## src/rtl/pipe_ctrl_pkg.sv

```systemverilog
// Shared definitions for the pipeline control unit: opcode encodings, ALU op
// constants and the packed control word carried from ID into EX.
package pipe_ctrl_pkg;

    localparam logic [7:0] OP_ADD  = 8'h08;
    localparam logic [7:0] OP_SUB  = 8'h04;
    localparam logic [7:0] OP_MOV  = 8'h1A;
    localparam logic [7:0] OP_ADDI = 8'h28;
    localparam logic [7:0] OP_SUBI = 8'h24;
    localparam logic [7:0] OP_MOVI = 8'h3A;
    localparam logic [7:0] OP_LDR  = 8'h51;
    localparam logic [7:0] OP_LDR2 = 8'h59;
    localparam logic [7:0] OP_STR  = 8'h50;
    localparam logic [7:0] OP_CMP  = 8'h15;
    localparam logic [7:0] OP_CMPI = 8'h35;
    localparam logic [7:0] OP_B    = 8'hA0;  // unconditional, forward
    localparam logic [7:0] OP_BN   = 8'hA1;  // unconditional, backward
    localparam logic [7:0] OP_BGE  = 8'hB0;
    localparam logic [7:0] OP_BLE  = 8'hB1;

    localparam logic [1:0] ALU_MEM = 2'b00;
    localparam logic [1:0] ALU_CMP = 2'b01;
    localparam logic [1:0] ALU_R   = 2'b10;

    typedef struct packed {
        logic       reg2loc;
        logic       alusrc;
        logic       memtoreg;
        logic       regwrite;
        logic       memread;
        logic       memwrite;
        logic       cmp;
        logic [1:0] aluop;
    } ctrl_word_t;

    function automatic ctrl_word_t mk_ctrl(input logic r2l, input logic asrc, input logic m2r,
                                           input logic rw, input logic mr, input logic mw,
                                           input logic c, input logic [1:0] aop);
        ctrl_word_t w;
        w.reg2loc  = r2l;
        w.alusrc   = asrc;
        w.memtoreg = m2r;
        w.regwrite = rw;
        w.memread  = mr;
        w.memwrite = mw;
        w.cmp      = c;
        w.aluop    = aop;
        return w;
    endfunction

endpackage

```

## src/rtl/pipe_ctrl_unit_decode.sv

```systemverilog
// ctrl_decode: purely combinational opcode decode.
//   opcode    : ID opcode (upper bits above 8 must be zero for a legal op)
//   ctrl      : control word, all zeros for illegal opcodes
//   uses_rs1  : instruction reads rs1
//   uses_rs2  : instruction reads rs2
//   is_branch : A0/A1/B0/B1
//   illegal   : opcode not in the instruction set
module ctrl_decode
    import pipe_ctrl_pkg::*;
#(
    parameter int unsigned OPCODE_W = 8
) (
    input  logic [OPCODE_W-1:0] opcode,
    output ctrl_word_t          ctrl,
    output logic                uses_rs1,
    output logic                uses_rs2,
    output logic                is_branch,
    output logic                illegal
);

    logic [OPCODE_W-1:0] hi_bits;
    logic [7:0]          op8;
    logic                legal;

    assign hi_bits = opcode & ~OPCODE_W'(8'hFF);
    assign op8     = opcode[7:0];

    always_comb begin
        ctrl      = '0;
        uses_rs1  = 1'b0;
        uses_rs2  = 1'b0;
        is_branch = 1'b0;
        legal     = 1'b1;
        case (op8)
            OP_ADD, OP_SUB: begin
                ctrl     = mk_ctrl(1'b0, 1'b0, 1'b0, 1'b1, 1'b0, 1'b0, 1'b0, ALU_R);
                uses_rs1 = 1'b1;
                uses_rs2 = 1'b1;
            end
            OP_MOV: begin
                ctrl     = mk_ctrl(1'b0, 1'b0, 1'b0, 1'b1, 1'b0, 1'b0, 1'b0, ALU_R);
                uses_rs2 = 1'b1;
            end
            OP_ADDI, OP_SUBI: begin
                ctrl     = mk_ctrl(1'b0, 1'b1, 1'b0, 1'b1, 1'b0, 1'b0, 1'b0, ALU_R);
                uses_rs1 = 1'b1;
            end
            OP_MOVI: begin
                ctrl = mk_ctrl(1'b0, 1'b1, 1'b0, 1'b1, 1'b0, 1'b0, 1'b0, ALU_R);
            end
            OP_LDR, OP_LDR2: begin
                ctrl     = mk_ctrl(1'b1, 1'b1, 1'b1, 1'b1, 1'b1, 1'b0, 1'b0, ALU_MEM);
                uses_rs1 = 1'b1;
            end
            OP_STR: begin
                ctrl     = mk_ctrl(1'b1, 1'b1, 1'b0, 1'b0, 1'b0, 1'b1, 1'b0, ALU_MEM);
                uses_rs1 = 1'b1;
                uses_rs2 = 1'b1;
            end
            OP_CMP: begin
                ctrl     = mk_ctrl(1'b0, 1'b0, 1'b0, 1'b0, 1'b0, 1'b0, 1'b1, ALU_CMP);
                uses_rs1 = 1'b1;
                uses_rs2 = 1'b1;
            end
            OP_CMPI: begin
                ctrl     = mk_ctrl(1'b0, 1'b1, 1'b0, 1'b0, 1'b0, 1'b0, 1'b1, ALU_CMP);
                uses_rs1 = 1'b1;
            end
            OP_B, OP_BN, OP_BGE, OP_BLE: begin
                ctrl      = mk_ctrl(1'b0, 1'b1, 1'b0, 1'b0, 1'b0, 1'b0, 1'b0, ALU_CMP);
                is_branch = 1'b1;
            end
            default: legal = 1'b0;
        endcase
        // Any bit above the 8-bit encoding space makes the opcode illegal.
        if (hi_bits != '0) begin
            ctrl      = '0;
            uses_rs1  = 1'b0;
            uses_rs2  = 1'b0;
            is_branch = 1'b0;
            legal     = 1'b0;
        end
    end

    assign illegal = ~legal;

endmodule

```

## src/rtl/pipe_ctrl_unit.sv

```systemverilog
// pipe_ctrl_unit: control unit for the stalling 5-stage pipeline.
//   clk, reset            : clock, asynchronous active-high reset
//   id_*_i                : instruction currently in ID
//   ex_lt_i / ex_eq_i     : live compare result of the EX instruction
//   ex_*_o                : registered ID/EX control word and destination
//   stall_o / flush_o     : load-use hold, branch kill of IF/ID
//   take_branch_o         : PC redirect; branch_pos_o gives offset sign
//   illegal_cnt_o         : saturating count of issued illegal opcodes
module pipe_ctrl_unit
    import pipe_ctrl_pkg::*;
#(
    parameter int unsigned OPCODE_W   = 8,
    parameter int unsigned REG_ADDR_W = 3,
    parameter int unsigned CNT_W      = 16
) (
    input  logic                  clk,
    input  logic                  reset,
    input  logic                  id_valid_i,
    input  logic [OPCODE_W-1:0]   id_opcode_i,
    input  logic [REG_ADDR_W-1:0] id_rs1_i,
    input  logic [REG_ADDR_W-1:0] id_rs2_i,
    input  logic [REG_ADDR_W-1:0] id_rd_i,
    input  logic                  ex_lt_i,
    input  logic                  ex_eq_i,
    output logic                  ex_valid_o,
    output logic                  ex_reg2loc_o,
    output logic                  ex_alusrc_o,
    output logic                  ex_memtoreg_o,
    output logic                  ex_regwrite_o,
    output logic                  ex_memread_o,
    output logic                  ex_memwrite_o,
    output logic                  ex_cmp_o,
    output logic [1:0]            ex_aluop_o,
    output logic [REG_ADDR_W-1:0] ex_rd_o,
    output logic                  stall_o,
    output logic                  flush_o,
    output logic                  take_branch_o,
    output logic                  branch_pos_o,
    output logic [CNT_W-1:0]      illegal_cnt_o
);

    ctrl_word_t            id_ctrl;
    logic                  id_uses_rs1;
    logic                  id_uses_rs2;
    logic                  id_is_branch;
    logic                  id_illegal;

    ctrl_word_t            ex_ctrl_q;
    logic                  ex_valid_q;
    logic [REG_ADDR_W-1:0] ex_rd_q;
    logic                  lt_q;
    logic                  eq_q;
    logic [CNT_W-1:0]      cnt_q;

    logic                  stall;
    logic                  issue;
    logic                  ex_cmp_fwd;
    logic                  lt_eff;
    logic                  eq_eff;
    logic                  take;
    logic                  pos;

    ctrl_decode #(
        .OPCODE_W (OPCODE_W)
    ) u_decode (
        .opcode    (id_opcode_i),
        .ctrl      (id_ctrl),
        .uses_rs1  (id_uses_rs1),
        .uses_rs2  (id_uses_rs2),
        .is_branch (id_is_branch),
        .illegal   (id_illegal)
    );

    assign stall = id_valid_i & ex_valid_q & ex_ctrl_q.memread &
                   ((id_uses_rs1 & (id_rs1_i == ex_rd_q)) |
                    (id_uses_rs2 & (id_rs2_i == ex_rd_q)));
    assign issue = id_valid_i & ~stall;

    // Forward the live compare result so a branch right behind CMP needs no stall.
    assign ex_cmp_fwd = ex_valid_q & ex_ctrl_q.cmp;
    assign lt_eff     = ex_cmp_fwd ? ex_lt_i : lt_q;
    assign eq_eff     = ex_cmp_fwd ? ex_eq_i : eq_q;

    always_comb begin
        take = 1'b0;
        pos  = 1'b1;
        // issue already excludes stall, so a stalled cycle can never redirect.
        if (issue && id_is_branch) begin
            case (id_opcode_i[7:0])
                OP_B:    take = 1'b1;
                OP_BN: begin
                    take = 1'b1;
                    pos  = 1'b0;
                end
                OP_BGE:  take = ~lt_eff;
                OP_BLE:  take = lt_eff | eq_eff;
                default: take = 1'b0;
            endcase
        end
    end

    always_ff @(posedge clk or posedge reset) begin
        if (reset) begin
            ex_valid_q <= 1'b0;
            ex_ctrl_q  <= '0;
            ex_rd_q    <= '0;
            lt_q       <= 1'b0;
            eq_q       <= 1'b0;
            cnt_q      <= '0;
        end else begin
            if (issue) begin
                ex_valid_q <= 1'b1;
                ex_ctrl_q  <= id_ctrl;
                ex_rd_q    <= id_rd_i;
            end else begin
                ex_valid_q <= 1'b0;
                ex_ctrl_q  <= '0;
                ex_rd_q    <= '0;
            end
            if (ex_cmp_fwd) begin
                lt_q <= ex_lt_i;
                eq_q <= ex_eq_i;
            end
            if (issue && id_illegal && (cnt_q != '1)) begin
                cnt_q <= cnt_q + CNT_W'(1);
            end
        end
    end

    assign ex_valid_o    = ex_valid_q;
    assign ex_reg2loc_o  = ex_ctrl_q.reg2loc;
    assign ex_alusrc_o   = ex_ctrl_q.alusrc;
    assign ex_memtoreg_o = ex_ctrl_q.memtoreg;
    assign ex_regwrite_o = ex_ctrl_q.regwrite;
    assign ex_memread_o  = ex_ctrl_q.memread;
    assign ex_memwrite_o = ex_ctrl_q.memwrite;
    assign ex_cmp_o      = ex_ctrl_q.cmp;
    assign ex_aluop_o    = ex_ctrl_q.aluop;
    assign ex_rd_o       = ex_rd_q;
    assign stall_o       = stall;
    assign flush_o       = take;
    assign take_branch_o = take;
    assign branch_pos_o  = pos;
    assign illegal_cnt_o = cnt_q;

endmodule
```

## config.mk

```make
export PLATFORM = sky130hd
export DESIGN_NAME = pipe_ctrl_unit
export DESIGN_NICKNAME = d
export VERILOG_FILES = /design/src/rtl/pipe_ctrl_pkg.sv /design/src/rtl/pipe_ctrl_unit_decode.sv /design/src/rtl/pipe_ctrl_unit.sv
export SDC_FILE = /design/constraint.sdc
export NUM_CORES = 1
export LEC_CHECK = 0
export ABC_CLOCK_PERIOD_IN_PS = 2840
export BUFFER_PORTS_ARGS = -buffer_cell sky130_fd_sc_hd__buf_2
export CAP_MARGIN = 20
export CORE_UTILIZATION = 53
export CTS_BUF_LIST = sky130_fd_sc_hd__clkbuf_4 sky130_fd_sc_hd__clkbuf_8 sky130_fd_sc_hd__clkbuf_16
export CTS_CLUSTER_SIZE = 30
export DETAILED_ROUTE_END_ITERATION = 16
export PLACE_DENSITY = 0.85
export SLEW_MARGIN = 10
export SYNTH_ARGS = -nofsm -noshare
export SYNTH_HDL_FRONTEND = slang
export SYNTH_SLANG_ARGS = --single-unit
```

## constraint.sdc

```tcl
create_clock -name clk -period 2.84 [get_ports clk]
set_clock_uncertainty 0.1 [all_clocks]
set_input_delay 0.142 -clock clk [delete_from_list [all_inputs] [get_ports clk]]
set_output_delay 0.142 -clock clk [all_outputs]
set_load 0.1 [all_outputs]
```

==> results.sh <==
export IMPL_detail_route_vias_per_cell=5.86
export IMPL_synthToLayoutAreaGrowth_pct=32.5
export IMPL_worst_endpoint_arrival_ns=2.57
export IMPL_fmax_mhz=355
export IMPL_netlist_cell_type_count=39
export IMPL_cts_buffer_depth=2
export IMPL_globalRouteOverflowTotal=0
export IMPL_layout_min_cycle_time_ns=2.82
export IMPL_largest_net_degree_at_the_start_of_global_routing=24
export IMPL_yosys_register_bits=30
export IMPL_coreArea_mm2=0.00276
export IMPL_timing_critical_path_to_type="output pin"
export IMPL_finalWeightedCongestion=0.837
export IMPL_fp_dieW_um=55.8
export IMPL_worst_skew_pair_late_latency_ns=0.34
export IMPL_syn_area_per_cell_um2=10.7
export IMPL_drive_gt1_frac=0.389
export IMPL_synth_yosys_seq_area_share=0.489
export IMPL_cts_sinks=30
export IMPL_worst_hold_check_slack_ns=0.0230
export IMPL_final_hold_violation_count=0
export IMPL_global_route_wire_length_before_repair_mm=5.95
export IMPL_setup_worst_path_start_class="input port"
export IMPL_design_final_nets=233
export IMPL_max_cap_violations=0
export IMPL_ys_top_cells_by_area="dfrtp_1 49%, xnor2_1 8.0%, and3_1 4.5%"
export IMPL_first_global_vias=1255
export IMPL_num_rows=19
export IMPL_timing_final_crit_share=0.991
export IMPL_tightest_slew_ns=0.879
export IMPL_timing_max_transition_violations_final=0
export IMPL_worstSetupPathType="in2out"
export IMPL_initial_core_util=0.557
export IMPL_critical_path_slowest_cell="dlygate4sd3_1"
export IMPL_yosysWarnings=0
export IMPL_fp_dieH_um=55.8
export IMPL_cp_buffers_inverters=3
export IMPL_globalRouteTotalUtil=0.255
export IMPL_grt_antenna_before_repair=0
export IMPL_mappedNetlistArea_mm2=0.00154
export IMPL_core_util_final=0.738
export IMPL_drt_pass1_iter_count=4
export IMPL_synthDominantAreaCellType="dfrtp_1"
export IMPL_power_leakage_nw=1.01
export IMPL_powerDensity_mw_per_mm2=692
export IMPL_status="completed"
export IMPL_hpwlAfterDp_mm=2.59
export IMPL_fillerInstances=213
export IMPL_avgRoutedWirePerCell_um=15.3
export IMPL_synthesis_nets=167
export IMPL_multi_input_comb_area_um2=753
export IMPL_routed_wirelength_mm=3.71
export IMPL_holdCritPathClass="in2reg"
export IMPL_io_port_bufs=54
export IMPL_timing_critical_path_slowest_cell_delay_ns=0.53
export IMPL_synth_top_area_share=0.489
export IMPL_ff_latch_area_um2=771
export IMPL_drcViolationCount=0
export IMPL_critPathRequiredTime_ns=2.60
export IMPL_cts_root_buffer_cell="clkbuf_4"
export IMPL_drtAntennaViolNets=0
export IMPL_synth_async_reset_ratio=1.00
export IMPL_ys_dominant_reg_cell="dfrtp_1"
export IMPL_setup_viol=0
export IMPL_drt_first_iter_violations=71
export IMPL_postSynthCellCount=144
export IMPL_synth_edf_count=0
export IMPL_cts_htree_levels=2
export IMPL_max_slew_margin_rel=0.414
export IMPL_vias=1418
export IMPL_worst_setup_hold_path_clk_slew_ns=0.09
export IMPL_io_pins=55
export IMPL_power_ir_vdd_worst_mv=1.03
export IMPL_diodes=0
export IMPL_cts_tree="yes"
export IMPL_crit_family="buffers and inverters"
export IMPL_cts_buffers=5
export IMPL_count_of_buffers_added_by_post_cts_timing_repair_for_setup=0
export IMPL_dieArea_mm2=0.00312
export IMPL_critical_path_max_fanout=5
export IMPL_crit_chain="dlygate4sd3_1, buf_2, or4b_4, a211o_1, a31oi_1, a41oi_2, nor2b_2, clkbuf_4"
[path summary, 6_finish.rpt]
kind	from	to	slack [ns]	depth (start not counted)
max in group asynchronous	reset	ex_rd_o[1]	1.55	3
min reg2reg	illegal_cnt_o[10]	illegal_cnt_o[10]	0.40	1
max reg2reg	ex_rd_o[2]	ex_rd_o[2]	0.34	6
min in group asynchronous	reset	illegal_cnt_o[0]	0.45	3
max	id_opcode_i[5]	stall_o	0.02	8
min	id_valid_i	ex_rd_o[1]	0.02	2
[cell type report]
cell class,count,area share
Timing Repair Buffer,65,0.193
Clock buffer,6,0.0252
Inverter,4,0.00738
Sequential cell,30,0.379
Multi-Input combinational cell,104,0.370
Tap cell,31,0.0191
Clock inverter,2,0.00615
[synth_stat cells, types with 3 or more instances]
cell type and count:
and3_1 11, xnor2_1 14, nand3_1 8, mux2_2 3
xor2_1 6, nor2_1 7, nand2_1 11, buf_2 3
or4_1 5, dfrtp_1 30, and4_1 4, inv_1 4
nand4_1 4
[sequential cells by signal, summed over array words and instances (netlist names)]
register	flops
ex_alusrc_o	1
illegal_cnt_o	16
ex_memwrite_o	1
ex_reg2loc_o	1
lt_q	1
ex_valid_o	1
ex_rd_o	3
eq_q	1
ex_cmp_o	1
ex_memread_o	1
ex_aluop_o	2
ex_regwrite_o	1
[layer usage]
metal  GRT usage  wire, um  vias up
met5           0         0        -
met4       0.139       130        0
met3      0.0744       228       15
met2       0.422      1900       67
met1       0.297      1450      693
li1            -         -      643
[stage by stage]
| stage | worst slack, ns | setup TNS (ns) | cells | power (W) | cell area [um^2] |
|---|---|---|---|---|---|
| 2_1_floorplan | 0.0307 | 0 | 144 | 0.00102 | 1590 |
| 4_1_cts | 0.0589 | 0 | 242 | 0.00141 | 2030 |
| 3_5_place_dp | 0.567 | 0 | 225 | 0.00113 | 1880 |
| 3_3_place_gp | 0.616 | 0 | 225 | 0.00111 | 1880 |
| 5_1_grt | -0.0301 | -0.0601 | 242 | 0.00146 | 2030 |
| 6_report | 0.0250 | 0 | 242 | 0.00141 | 2030 |
[logic make-up (layout without fill, tap and decap cells)]
logic type,count (synthesis),count (layout),share of synthesized area
AOI/OAI and AO/OA,10,10,0.0489
DFF,30,30,0.489
and+or+nand+nor,68,68,0.265
adders and majority gates,1,1,0.00815
xor gates and xnor gates,20,20,0.114
muxes,5,5,0.0383
buffers and inverters,10,77,0.0367
[placed cells by master, fill, tap and decap left out, types with 3 or more instances in the layout]
master and count:
and4_1 4, xnor2_1 14, or4_1 5, and3_1 11, xor2_1 6, buf_2 52, nand2_1 10, nor2_1 7
inv_1 4, dfrtp_1 24, dlygate4sd3_1 9, dfrtp_4 5, nand4_1 4, clkbuf_4 6, nand3_1 8, mux2_2 3
[power breakdown]
part	internal [W]	leakage, nW	switching, W
registers	0.000480	0.388	0.0000662
logic	0.000125	0.585	0.000461
clock network	0.000119	0.0343	0.000156
total	0.000724	1.01	0.000683
[timing repair]
item	in CTS	in global routing
endpoints found under the hold margin	29	0
resized for setup	0	2
hold buffers	9	0
setup endpoints to repair	0	2
[worst reg2reg max path, stage by stage (launching register included)]
cell           delay [ns]
dfrtp_4              0.50
xor2_1               0.14
or4_1                0.53
a31oi_1              0.23
a41oi_2              0.11
and3_1               0.23
dlygate4sd3_1        0.54
Note: power is estimated with default switching activity, not from simulation.
